--- src/rtl/bus_arbiter_rr_pkg.sv ---
// Shared definitions for the round-robin burst bus arbiter: state encoding,
// default sizing and timeouts, and a constant helper for counter sizing.
package bus_arbiter_rr_pkg;

  typedef enum logic [1:0] {
    IDLE    = 2'd0,
    GRANTED = 2'd1,
    ACTIVE  = 2'd2,
    RELEASE = 2'd3
  } arb_state_e;

  localparam int DEF_NUM_MASTERS   = 4;
  localparam int DEF_GRANT_TIMEOUT = 16;
  localparam int DEF_TXN_TIMEOUT   = 1024;

  function automatic int max_int(input int a, input int b);
    return (a > b) ? a : b;
  endfunction

endpackage

--- src/rtl/bus_arbiter_rr_picker.sv ---
// Combinational round-robin picker: first set request at or above the pointer,
// wrapping modulo N; returns one-hot, index and a valid flag.
module rr_priority_picker
  import bus_arbiter_rr_pkg::*;
#(
  parameter int N = DEF_NUM_MASTERS
) (
  input  logic [N-1:0]         req_i,
  input  logic [$clog2(N)-1:0] ptr_i,
  output logic [N-1:0]         onehot_o,
  output logic [$clog2(N)-1:0] idx_o,
  output logic                 vld_o
);

  localparam int IW = $clog2(N);

  logic          found;
  logic [IW-1:0] cand;

  always_comb begin
    onehot_o = '0;
    idx_o    = '0;
    found    = 1'b0;
    cand     = '0;
    for (int i = 0; i < N; i++) begin
      cand = IW'((int'(ptr_i) + i) % N);
      if (!found && req_i[cand]) begin
        found          = 1'b1;
        idx_o          = cand;
        onehot_o[cand] = 1'b1;
      end
    end
    vld_o = found;
  end

endmodule

--- src/rtl/bus_arbiter_rr.sv ---
// Round-robin burst bus arbiter with watchdog: holds a grant from begin to end of
// transaction, revokes unused grants and errors out hung transactions.
module bus_arbiter_rr
  import bus_arbiter_rr_pkg::*;
#(
  parameter int NUM_MASTERS   = DEF_NUM_MASTERS,
  parameter int GRANT_TIMEOUT = DEF_GRANT_TIMEOUT,
  parameter int TXN_TIMEOUT   = DEF_TXN_TIMEOUT
) (
  input  logic                           clock,
  input  logic                           reset,
  input  logic [NUM_MASTERS-1:0]         request_in,
  input  logic                           begin_transaction_in,
  input  logic                           end_transaction_in,
  input  logic                           error_in,
  output logic [NUM_MASTERS-1:0]         grants_out,
  output logic [$clog2(NUM_MASTERS)-1:0] active_master_out,
  output logic                           bus_idle_out,
  output logic                           error_out,
  output logic                           grant_timeout_out
);

  localparam int IW = $clog2(NUM_MASTERS);
  localparam int CW = $clog2(max_int(GRANT_TIMEOUT, TXN_TIMEOUT)) + 1;

  arb_state_e             state_q, state_d;
  logic [NUM_MASTERS-1:0] grants_q, grants_d;
  logic [IW-1:0]          active_q, active_d;
  logic [IW-1:0]          ptr_q, ptr_d;
  logic [CW-1:0]          gcnt_q, gcnt_d;
  logic [CW-1:0]          tcnt_q, tcnt_d;
  logic                   err_q, err_d;
  logic                   gto_q, gto_d;

  logic [NUM_MASTERS-1:0] pick_onehot;
  logic [IW-1:0]          pick_idx;
  logic                   pick_vld;

  rr_priority_picker #(.N(NUM_MASTERS)) u_picker (
    .req_i    (request_in),
    .ptr_i    (ptr_q),
    .onehot_o (pick_onehot),
    .idx_o    (pick_idx),
    .vld_o    (pick_vld)
  );

  always_ff @(posedge clock) begin
    if (reset) begin
      state_q  <= IDLE;
      grants_q <= '0;
      active_q <= '0;
      ptr_q    <= '0;
      gcnt_q   <= '0;
      tcnt_q   <= '0;
      err_q    <= 1'b0;
      gto_q    <= 1'b0;
    end else begin
      state_q  <= state_d;
      grants_q <= grants_d;
      active_q <= active_d;
      ptr_q    <= ptr_d;
      gcnt_q   <= gcnt_d;
      tcnt_q   <= tcnt_d;
      err_q    <= err_d;
      gto_q    <= gto_d;
    end
  end

  always_comb begin
    state_d  = state_q;
    grants_d = grants_q;
    active_d = active_q;
    ptr_d    = ptr_q;
    gcnt_d   = gcnt_q;
    tcnt_d   = tcnt_q;
    err_d    = 1'b0;
    gto_d    = 1'b0;
    unique case (state_q)
      IDLE: begin
        if (pick_vld) begin
          grants_d = pick_onehot;
          active_d = pick_idx;
          gcnt_d   = '0;
          state_d  = GRANTED;
        end
      end
      GRANTED: begin
        if (error_in || (!begin_transaction_in && !request_in[active_q])) begin
          state_d  = RELEASE;
          grants_d = '0;
        end else if (begin_transaction_in) begin
          state_d = ACTIVE;
          tcnt_d  = '0;
        end else if (gcnt_q == CW'(GRANT_TIMEOUT - 1)) begin
          state_d  = RELEASE;
          grants_d = '0;
          gto_d    = 1'b1;
        end else begin
          gcnt_d = (&gcnt_q) ? gcnt_q : gcnt_q + 1'b1;
        end
      end
      ACTIVE: begin
        // A timeout first raises error for one cycle with the grant still held,
        // and the counter parks one past the limit so the next cycle releases.
        if (end_transaction_in || error_in || tcnt_q == CW'(TXN_TIMEOUT)) begin
          state_d  = RELEASE;
          grants_d = '0;
        end else begin
          err_d  = (tcnt_q == CW'(TXN_TIMEOUT - 1));
          tcnt_d = (&tcnt_q) ? tcnt_q : tcnt_q + 1'b1;
        end
      end
      RELEASE: begin
        ptr_d   = (int'(active_q) == NUM_MASTERS - 1) ? '0 : active_q + 1'b1;
        state_d = IDLE;
      end
      default: state_d = IDLE;
    endcase
  end

  assign grants_out        = grants_q;
  assign active_master_out = active_q;
  assign bus_idle_out      = (state_q == IDLE);
  assign error_out         = err_q;
  assign grant_timeout_out = gto_q;

endmodule

--- config.mk ---
export PLATFORM = sky130hd
export DESIGN_NAME = bus_arbiter_rr
export DESIGN_NICKNAME = d
export VERILOG_FILES = /design/src/rtl/bus_arbiter_rr_pkg.sv /design/src/rtl/bus_arbiter_rr_picker.sv /design/src/rtl/bus_arbiter_rr.sv
export SDC_FILE = /design/constraint.sdc
export NUM_CORES = 1
export LEC_CHECK = 0
export ABC_AREA = 0
export ABC_CLOCK_PERIOD_IN_PS = 4800
export CAP_MARGIN = 30
export CORE_MARGIN = 4
export CORE_UTILIZATION = 40
export CTS_CLUSTER_SIZE = 10
export DETAILED_ROUTE_END_ITERATION = 8
export GPL_ROUTABILITY_DRIVEN = 1
export SLEW_MARGIN = 40
export SYNTH_ARGS = -nofsm -noshare
export SYNTH_HDL_FRONTEND = slang
export SYNTH_HIERARCHICAL = 1
export SYNTH_SLANG_ARGS = --single-unit
--- constraint.sdc ---
create_clock -name clock -period 4.8 [get_ports clock]
set_input_delay 1.44 -clock clock [delete_from_list [all_inputs] [get_ports clock]]
set_output_delay 1.44 -clock clock [all_outputs]
set_load 0.01 [all_outputs]
==> summary.md <==
| Metric | Value |
|---|---|
| Outcome | complete, no violations |
| CP max stage delay | 650 ps |
| CP max-delay cell | mux4_2 |
| Worst r2r dst | gcnt_q[8] |
| Worst min path class | reg2reg |
| Starting Density | 0.412 |
| CTS hold repair buffers | 0 |
| Routed vias/inst | 5.62 |
| Most frequent cells in the layout | 34 x dfxtp_1, 21 x nor2_1, 21 x o21ai_0 |
| DRT antenna net count | 0 |
| Cells after Synth | 257 |
| Critical path cell sequence | clkdlybuf4s50_1 > mux4_2 > nor3_1 > nand2b_1 > or2b_2 > o31a_1 > a31oi_2 > o21ai_0 > o31ai_1 |
| Setup Total Neg Slack | 0 ps |
| CTS tree | yes |
| Critical path required time | roughly 5000 ps |
| Cell variety after synth | 58 |
| Number of I/O pins | 18 |
| Crit path launch type | input port |
| Syn_area_per_cell | roughly 8.8 µm² |
| Vias in the first global route | 1800 |
| Placed wire-length estimate | 3520 µm |
| Gr ovfl total | 0 |
| FF-to-FF setup slack | 1580 ps |
| Nets | approximately 300 |
| Final setup vio count | 0 |
| Most common cell after layout, fill and taps aside | dfxtp_1 |
| Placed standard-cell area | between 2000 and 2500 µm² |
| Post-synthesis sequential area ratio | 0.300 |
| Max-cap viol count | 0 |
| Crit. path cell count | 9 |
| Leakage | roughly 0.86 nW |
| First-pass iteration count of the detailed router | 4 |
| Ant. Diodes | 0 |
| Clock Path Buffers | 2 |
| Tcrit/Tclk final | 0.836 |
| WS Path Type | in2reg |
| Chip width | about 83 µm |
| Initial antenna violation count | 0 |
| Crit. End Element | flip-flop |
| WL final | between 4000 and 5000 µm |
| Dpl ws | ~490 ps |
| Arrival @ worst endpoint | 4220 ps |
| # rows | 27 |
| CP Capture Point | gcnt_q[8] |
| CTS Root Cell | clkbuf_8 |
| Reg2reg start | ptr_q[1] |
| WL/cell | approximately 14 µm |
| Pin count of the biggest net entering global routing | 20 |
| Final setup margin | slightly below 800 ps |
| Cell area after synthesis | about 2300 µm² |
| Routed vias | 1961 |
| Die ar. | 6940 µm² |
| Clk_lat worst skew | about 290 ps |
| Post-synth EDFFs | 0 |
| Reg2Reg Depth | 10 |
| Yosys warns | 6 |
| Worst-path clk slew | roughly 70 ps |
| Peak VDD IR | between 0.15 and 0.2 mV |
| Slew Viols, Final | 0 |
| Ys flop type | dfxtp_1 |
| Iteration-0 DRC count of the detailed router | ~180 |
| WP buf/inv | 1 |
| GPL Wtd Cong | 0.774 |
| Fin Clk Skew | 9.54 ps |
| Hold Violations, Final | 0 |
| Fmax | 249 MHz |
| Fin area | 2570 µm² |
| # resized after CTS | 0 |
| CP delay by family, top | compound AO/OA/AOI/OAI gates |
| DRC Markers | 0 |
| Chip Height | around 83 µm |
| Crit path from | request_in[3] |
| Post-layout min period | about 4000 ps |
| Hold WS | between 400 and 500 ps |
| P&R area growth vs syn | 13.4% |
| GRT Util Overall | 0.144 |
| Syn nets | ~280 |
| PortBufs | 17 |
| Yosys reg bits | 34 |
| Max Fanout on Critical Path | 13 |
| Relative slew slack | 0.576 |
| Sink Count | 34 |
| Core Area | 5510 µm² |
| PwrDens | about 400 nW/µm² |
| H-tree depth | 2 |
| First-pass GRT wire length | 8360 µm |
| Share of layout cells above drive strength 1 | 0.108 |
| Slew @ Worst Pin | roughly 630 ps |
| CTS Buf Count | 5 |
| Final core occ | 0.467 |
| Asr flop ratio synth | 0 |
| Post-CTS Setup Bufs | 0 |
| RSZ-0062 raised after global routing | no |
==> flip-flops by register name, summed over array words and instances, names as in the netlist <==
| signal | cells |
|---|---|
| active_master_out | 2 |
| ptr_q | 2 |
| grant_timeout_out | 1 |
| state_q | 2 |
| error_out | 1 |
| grants_out | 4 |
| tcnt_q | 11 |
| gcnt_q | 11 |
==> cell type report <==
type,count,area [µm²]
flip-flops and latches,34,681
well taps,72,90.1
clock buffers,7,86.3
fillers,558,2940
repair buffers,18,178
multi-input cells,204,1480
inverters,13,48.8
clock inverters,1,5.00
==> worst min path at each step <==
stage | start | end | slack, ps | depth (start not counted)
6_report | grants_out[2] | grants_out[2] | 450 | 2
3_5_place_dp | grants_out[2] | grants_out[2] | 450 | 2
4_1_cts | grants_out[2] | grants_out[2] | 460 | 2
5_1_grt | grants_out[3] | grants_out[3] | 470 | 2
3_3_place_gp | grants_out[2] | grants_out[2] | 440 | 2
2_1_floorplan | gcnt_q[1] | gcnt_q[1] | 450 | 2
==> where the power goes <==
| part | internal, mW | leakage, nW | total (mW) | switching [mW] |
|---|---|---|---|---|
| combinational | 0.197 | 0.533 | 0.454 | 0.257 |
| clock | 0.116 | 0.0482 | 0.222 | 0.106 |
| sequential | 0.307 | 0.275 | 0.329 | 0.0218 |
| total | 0.620 | 0.856 | 1.00 | 0.385 |
==> tightest hold or removal path: cells and delay by family (launching register included) <==
| family | cells | cell delay (ps) |
|---|---|---|
| AO/OA/AOI/OAI | 1 | 50 |
| flip-flops | 1 | 310 |
| AND/OR/NAND/NOR | 1 | 50 |
==> synthesized netlist by cell type (2+ instances only) <==
library cell  instances  area [µm²]
or4_1                 4        30.0
o31ai_1              11        82.6
mux2i_1               5        50.1
and3_1                2        12.5
buf_6                 3        33.8
nand3_1              11        55.1
mux4_1                2        52.6
inv_1                13        48.8
o211ai_1              2        15.0
or3b_1                4        35.0
nor2_1               21        78.8
and2_1                2        12.5
or3_1                 5        31.3
o21ai_0              21         105
nand2_1              19        71.3
mux4_2                3        67.6
and3_2                2        15.0
and4_1                2        17.5
nor2b_1               3        18.8
nor3_1                6        30.0
nor4_1                2        12.5
nand2b_1              5        31.3
a22oi_1               8        60.1
ha_1                 13         163
dfxtp_1              34         681
a32o_1                2        20.0
a31oi_1               3        18.8
a21oi_1              14        70.1
o21a_1                2        15.0
nand4_1               5        31.3
==> layer usage <==
layer  part of all wire  global-route usage
met5                  0                   0
met3              0.030              0.0347
met4              0.015              0.0505
met2               0.45               0.218
met1               0.50               0.199
==> per-stage QoR <==
stage | instances | total power [mW]
final | 349 | 1.00
after global routing | 349 | 1.08
after CTS | 349 | 1.02
after detailed placement | 341 | 0.792
after global placement | 341 | 0.789
after floorplan | 257 | 0.687
==> cell families after synthesis <==
logic type,Yosys count,share of synthesized area
and+or+nand+nor,104,0.267
DFF,34,0.300
AOI/OAI and AO/OA,76,0.235
adders and majority gates,13,0.0717
muxes,11,0.0800
buffers and inverters,19,0.0464
Power figures use the tool's default switching activity.
